<file path="src/rtl/w_writeback.sv">
// rtl/w_writeback.sv - W stage: M/W pipeline register, load extension, RF write-back select, retire counter
module w_writeback #(
  parameter int DATA_W = 32
) (
  input  logic              clk,
  input  logic              reset,
  input  logic              en,
  input  logic              flush,
  input  logic              M_valid,
  input  logic [DATA_W-1:0] M_PC,
  input  logic [4:0]        M_RWA,
  input  logic [1:0]        M_WDSel,
  input  logic [DATA_W-1:0] M_ALU,
  input  logic [DATA_W-1:0] M_MDR,
  input  logic [1:0]        M_addr_lo,
  input  logic [2:0]        M_ldtype,
  input  logic [DATA_W-1:0] M_HILO,
  output logic [4:0]        RWA,
  output logic [DATA_W-1:0] RWD,
  output logic [DATA_W-1:0] W_PC,
  output logic              W_valid,
  output logic [DATA_W-1:0] retired
);

  localparam logic [1:0] WD_ALU  = 2'd0;
  localparam logic [1:0] WD_MEM  = 2'd1;
  localparam logic [1:0] WD_LINK = 2'd2;
  localparam logic [1:0] WD_HILO = 2'd3;

  localparam logic [2:0] LD_LW  = 3'd0;
  localparam logic [2:0] LD_LBU = 3'd1;
  localparam logic [2:0] LD_LB  = 3'd2;
  localparam logic [2:0] LD_LHU = 3'd3;
  localparam logic [2:0] LD_LH  = 3'd4;

  logic              r_valid;
  logic [DATA_W-1:0] r_pc;
  logic [4:0]        r_rwa;
  logic [1:0]        r_wdsel;
  logic [DATA_W-1:0] r_alu;
  logic [DATA_W-1:0] r_mdr;
  logic [1:0]        r_addr_lo;
  logic [2:0]        r_ldtype;
  logic [DATA_W-1:0] r_hilo;
  logic [DATA_W-1:0] r_retired;

  logic              w_capture_valid;
  logic [7:0]        w_byte;
  logic [15:0]       w_half;
  logic [DATA_W-1:0] w_load;
  logic [DATA_W-1:0] w_rwd;

  assign w_capture_valid = !flush && en && M_valid;

  // Flush loads an all-zero bubble so a flushed slot also drives RWD = 0.
  always_ff @(posedge clk or negedge reset) begin
    if (!reset) begin
      r_valid   <= 1'b0;
      r_pc      <= '0;
      r_rwa     <= '0;
      r_wdsel   <= WD_ALU;
      r_alu     <= '0;
      r_mdr     <= '0;
      r_addr_lo <= '0;
      r_ldtype  <= LD_LW;
      r_hilo    <= '0;
    end else if (flush) begin
      r_valid   <= 1'b0;
      r_pc      <= '0;
      r_rwa     <= '0;
      r_wdsel   <= WD_ALU;
      r_alu     <= '0;
      r_mdr     <= '0;
      r_addr_lo <= '0;
      r_ldtype  <= LD_LW;
      r_hilo    <= '0;
    end else if (en) begin
      r_valid   <= M_valid;
      r_pc      <= M_PC;
      r_rwa     <= M_RWA;
      r_wdsel   <= M_WDSel;
      r_alu     <= M_ALU;
      r_mdr     <= M_MDR;
      r_addr_lo <= M_addr_lo;
      r_ldtype  <= M_ldtype;
      r_hilo    <= M_HILO;
    end
  end

  always_ff @(posedge clk or negedge reset) begin
    if (!reset) begin
      r_retired <= '0;
    end else if (w_capture_valid) begin
      r_retired <= r_retired + 1'b1;
    end
  end

  always_comb begin
    w_byte = r_mdr[7:0];
    case (r_addr_lo)
      2'd0: w_byte = r_mdr[7:0];
      2'd1: w_byte = r_mdr[15:8];
      2'd2: w_byte = r_mdr[23:16];
      2'd3: w_byte = r_mdr[31:24];
      default: w_byte = r_mdr[7:0];
    endcase
  end

  // Halfword loads are assumed aligned; the low offset bit is ignored.
  assign w_half = r_addr_lo[1] ? r_mdr[31:16] : r_mdr[15:0];

  always_comb begin
    w_load = r_mdr;
    case (r_ldtype)
      LD_LW:   w_load = r_mdr;
      LD_LBU:  w_load = {{(DATA_W-8){1'b0}}, w_byte};
      LD_LB:   w_load = {{(DATA_W-8){w_byte[7]}}, w_byte};
      LD_LHU:  w_load = {{(DATA_W-16){1'b0}}, w_half};
      LD_LH:   w_load = {{(DATA_W-16){w_half[15]}}, w_half};
      default: w_load = r_mdr;
    endcase
  end

  always_comb begin
    w_rwd = r_alu;
    case (r_wdsel)
      WD_ALU:  w_rwd = r_alu;
      WD_MEM:  w_rwd = w_load;
      WD_LINK: w_rwd = r_pc + DATA_W'(8);
      WD_HILO: w_rwd = r_hilo;
      default: w_rwd = r_alu;
    endcase
  end

  assign RWA     = r_valid ? r_rwa : 5'd0;
  assign RWD     = w_rwd;
  assign W_PC    = r_pc;
  assign W_valid = r_valid;
  assign retired = r_retired;

endmodule

</file>
<file path="config.mk">
export PLATFORM = sky130hd
export DESIGN_NAME = w_writeback
export DESIGN_NICKNAME = d
export VERILOG_FILES = /design/src/rtl/w_writeback.sv
export SDC_FILE = /design/constraint.sdc
export NUM_CORES = 1
export LEC_CHECK = 0
export BUFFER_PORTS_ARGS = -buffer_cell sky130_fd_sc_hd__buf_4
export CORE_UTILIZATION = 55
export CTS_BUF_LIST = sky130_fd_sc_hd__clkbuf_4 sky130_fd_sc_hd__clkbuf_8
export CTS_CLUSTER_DIAMETER = 150
export DETAILED_ROUTE_END_ITERATION = 8
export GPL_TIMING_DRIVEN = 0
export PLACE_DENSITY_LB_ADDON = 0.1
export SYNTH_ARGS = -nofsm -noshare
export SYNTH_HDL_FRONTEND = slang
export SYNTH_SLANG_ARGS = --single-unit
</file>
<file path="constraint.sdc">
create_clock -name clk -period 2.4 [get_ports clk]
set_clock_uncertainty 0.05 [all_clocks]
set_input_delay 0.24 -clock clk [delete_from_list [all_inputs] [get_ports clk]]
set_output_delay 0.24 -clock clk [all_outputs]
set_load 0.01 [all_outputs]
</file>
; Yosys cells after proc, flatten, opt, wreduce, memory -nomap -nowiden
; Cells that the tools add are included.
[word_totals]
regBits = 173
input_bits = 145
output_inout_bits = 102
[op_classes]
n_addsub = 2
n_eq_ne = 10
n_mux = 23
n_reduce_logical = 6
[ops]
columns = operator, count
row1 = 32-bit 2-to-1 mux, 8
row2 = 32-bit one-hot mux with 4 select lines, 2
row3 = 32-bit by 1-bit adder with 32-bit output (second input constant), 1
row4 = 32-bit by 4-bit adder with 32-bit output (second input constant), 1
row5 = 8-bit one-hot mux with 4 select lines, 1
row6 = 16-bit 2-to-1 mux, 1
row7 = 5-bit 2-to-1 mux, 3
row8 = 2-bit equality test (second input constant), 4
row9 = 2-bit 2-to-1 mux, 4
row10 = 3-bit by 2-bit equality test with 1-bit output (second input constant), 2
row11 = 3-bit 2-to-1 mux, 2
row12 = 2-bit by 1-bit equality test with 1-bit output (second input constant), 2
row13 = 2-bit logical NOT, 2
row14 = 3-bit by 1-bit equality test with 1-bit output (second input constant), 1
row15 = 3-bit equality test (second input constant), 1
row16 = 1-bit logical AND, 2
row17 = 1-bit 2-to-1 mux, 2
row18 = 2-bit nonzero test, 1
row19 = 1-bit logical NOT, 1

; Logic depth before layout (Yosys ltp)
[depth]
word_depth = 4
depth_mapped = 7
ltp_nobuf = 6

; Least setup slack after synthesis
; No wires, ideal clock.
[synth_path]
kind = register to output
from = register r_pc[3], in the netlist W_PC[3]
to = output RWD[27]
t_arrival_ns = 1.823
required_time_ns = 2.110
path_slack_ns = 0.287
stages_incl_launch_ff = 8
n_path_buf = 1
path_cell_list = dfrtp_1 > ha_1 > and3_1 > buf_2 > nand4_4 > nor4_1 > xnor2_1 > o211ai_1
[synth_between]
elab_chain_len = 2
[synth_lines]
columns = element, line
row1 = from (decl), 37  ; logic [DATA_W-1:0] r_pc;
row2 = from (signal assigned), 59  ; r_pc <= '0;
row3 = from (signal assigned), 69  ; r_pc <= '0;
row4 = from (signal assigned), 79  ; r_pc <= M_PC;
row5 = 32-bit by 4-bit adder with 32-bit output, 129  ; WD_LINK: w_rwd = r_pc + DATA_W'(8);
row6 = 32-bit one-hot mux with 4 select lines, 126  ; case (r_wdsel)
row7 = to (decl), 19  ; output logic [DATA_W-1:0] RWD,
; Every way passes these cells.

; Final worst setup path
[layout_path]
from = register r_mdr[15]
to = output RWD[17]
[layout_between]
elab_chain_len = 3
elab_cells_between_ends = 4
[layout_lines]
columns = element, line
row1 = from (decl), 41  ; logic [DATA_W-1:0] r_mdr;
row2 = from (signal assigned), 63  ; r_mdr <= '0;
row3 = from (signal assigned), 73  ; r_mdr <= '0;
row4 = from (signal assigned), 83  ; r_mdr <= M_MDR;
row5 = 8-bit one-hot mux with 4 select lines or 16-bit 2-to-1 mux (tied branches), "100, 110"
row6 = 32-bit one-hot mux with 4 select lines (*), 114  ; case (r_ldtype)
row7 = 32-bit one-hot mux with 4 select lines (*), 126
; Mark *: on every way between the ends. The rest lies on a longest branch, timed or not.

==> results.ini <==
[clock_network]
clockBufferDepth = 2
clkTransAtPathRegs_ps = 90
cts-buffers-inserted = 17
cts_tree = yes
insertion_delay_ps = 470
htreeDepth = 4
cts_sinks = 173
cts-root-buf = clkbuf_8

[placed_design]
gp_congestion = 0.972
place_inst = 1350
place_worst_setup_slack_ps = -163
io_buffers = 244
hpwl_um = 19900

[pwr]
p_sw_uw = 2210
seqPwrFrac = 0.472
p_per_area_nw_per_um2 = 515
leakage_uw = 0.00657
swShare = 0.316
clockPowerShare = 0.289
p_comb_frac = 0.239
peakVddDrop_mv = 0.503
p_int_uw = 4790

[floorplanning]
row_count = 46
die_w_um = 130
start_util = 0.566
fp.dieH_um = 130
ios = 247
core_sq_um = 15900
die_area_sq_um = 16900

[worst_setup_path]
rrSetupSlack_ps = 350
critPathMaxFanout = 10
crit_start = r_mdr[15]$_DFFE_PN0P_
regToRegStartpoint = retired[0]$_DFFE_PN0P_
worstRegToRegCells = 5
reg2reg_to = retired[9]$_DFFE_PN0P_
worstSetupEndpointType = primary output
crit_type = reg -> out
required_ps = 2110
cp-start-kind = flop
arrival_ps = 2550
cp-endpoint = RWD[17]

[route]
drt_iter0_drc = 683
vias = 8982
drc = 0
antenna_left = 0
dr.pass1.iters = 5
wire_per_inst_um = 20.7
wl_um = 32100
vias_per_cell = 5.79

[synthesis]
synth.avg_cell_area_sq_um = 10.1
ys_seq_area_frac = 0.480
yosys_most_used_dff = dfrtp_1
syn-instance-count = 889
ys_ff_latch = 173
synthDistinctLibCells = 56
synth_mux_area_frac = 0.172
yosysWarningCount = 0
ys_async_sr_fraction = 1.00
synthAdderAreaFrac = 0.00278
synth_simple_gate_area_share = 0.168
synth-compound-area-share = 0.0898
syn_nets = 1036
synth_edf_count = 0
synth-xor-area-share = 0.0554
synth_top_family_by_area = multiplexers
syn_area_sq_um = 9020

[sta]
rsz0062_at_grt = yes
relSlewSlack = 0.419
period_needed_ps = 2840
fmax_ghz = 0.352
setup_ws_ps = -441
slew_violations = 0
period_share = 1.18
worst_slew_pin_slew_ps = 872
setup_violations = 32
whs_ps = 5.94
hold_viol = 0
setup_tns_ps = -10850

[layout]
seq_area_sq_um = 4350
fin_cells = 1552
fin_util = 0.853
area_growth_pct = 50.8
nNetsFinal = 1467
nFillCells = 863
multi_input_comb_area_sq_um = 4760
most-common-layout-cells = buf_4, nor2_1, dfrtp_1
mostFrequentLayoutCell = buf_4
drive_gt1_frac = 0.335

[status]
violations = negative setup slack
status = finished with violations

[grt]
grt_overflow_total = 0
grt_antenna_before_repair = 2
grt_util_all_layers = 0.380
grt_pass1_vias = 8995
grt_max_degree = 105
grt_pass1_wl_um = 47700

[run]
maxCapViolations = 0

[worst_hold_path]
min_path_cells = 3
hp-class = in -> reg

==> cell type report <==
class                      instances  share of cell area
inverter                           9             0.00276
tap                              216              0.0199
sequential                       173               0.320
clock inverter                    14             0.00994
clock buffer                      18              0.0178
timing repair buffer             417               0.259
buffer                            53              0.0208
antenna                            3            0.000552
multi-input combinational        649               0.350
==> metal layers <==
layer / share of wire / global-route usage
met4: 0.046 / 0.183
met3: 0.092 / 0.109
met1: 0.38 / 0.455
met2: 0.48 / 0.631
met5: 0 / 0
==> flip-flops by register name, summed over array words and instances (netlist names), 2 cells and up <==
name,flops
r_hilo,32
r_rwa,5
retired,32
r_alu,32
r_mdr,32
r_ldtype,3
W_PC,32
r_wdsel,2
r_addr_lo,2
==> critical path, stage by stage (launching register included) <==
cell and delay, ps:
dfrtp_1 430, mux4_2 540, nor3b_2 250, and3b_2 270, clkbuf_8 180, o21ai_2 70
o211ai_1 160, buf_4 190
==> timing repair <==
item | 4_1_cts | 5_1_grt
gates resized for setup | 107 | 28
pin swaps | 33 | 10
endpoints found under the hold margin | 204 | 0
hold buffers | 136 | 0
endpoints found under the setup margin | 32 | 32
gates cloned | 2 | 0
setup buffers | 26 | 10
==> Yosys cell counts (2+ instances only) <==
cell	n	area, sq um
buf_2	19	95.1
nor3b_2	2	25.0
inv_1	9	33.8
nor2b_1	3	18.8
ha_1	2	25.0
o221ai_1	9	78.8
clkbuf_1	33	124
o22ai_1	8	50.1
mux2i_1	146	1460
mux2_2	6	67.6
o211ai_2	4	50.1
a22o_1	3	26.3
nor3_2	2	20.0
a21oi_1	14	70.1
nand3_1	24	120
and2_1	10	62.6
and3_1	7	43.8
dfrtp_1	173	4330
a22oi_1	18	135
a32oi_1	4	35.0
xnor2_1	44	385
nor4_1	3	18.8
and4_1	3	26.3
nand4_2	2	25.0
nand2b_1	2	12.5
o21a_1	3	22.5
nor3_1	10	50.1
buf_1	7	26.3
nand4_1	12	75.1
o21ai_0	25	125
nor2_1	180	676
o211ai_1	13	97.6
nand2_1	42	158
or2_2	3	18.8
a31oi_1	8	50.1
nor4_2	4	50.1
xor2_1	13	114
==> through the flow <==
stage | total power [uW] | area [sq um]
detailed placement | 4610 | 11200
global placement | 4580 | 11100
floorplan | 3930 | 9020
CTS | 6850 | 13400
finish | 7000 | 13600
global route | 7220 | 13600
==> worst min path at each step <==
stage,startpoint,slack (ps),to
3_5_place_dp,reset,180,W_PC[6]$_DFFE_PN0P_
3_3_place_gp,retired[31]$_DFFE_PN0P_,410,retired[31]$_DFFE_PN0P_
4_1_cts,M_PC[18],1,W_PC[18]$_DFFE_PN0P_
6_report,M_PC[18],6,W_PC[18]$_DFFE_PN0P_
2_1_floorplan,reset,-110,W_PC[0]$_DFFE_PN0P_
5_1_grt,M_MDR[26],5,r_mdr[26]$_DFFE_PN0P_
==> cell families after synthesis <==
logic type | count (synthesis)
fa+ha+maj | 2
compound gates | 117
mux | 153
xor+xnor | 57
flops | 173
buf+inv | 69
simple gates | 318
==> power groups by stage <==
stage	sequential (uW)	clock [uW]	combinational (uW)
4_1_cts	3280	2000	1570
2_1_floorplan	3300	0	626
6_report	3300	2030	1670
3_5_place_dp	3320	0	1280
3_3_place_gp	3320	0	1250
5_1_grt	3320	2120	1780
Power figures use the tool's default switching activity.
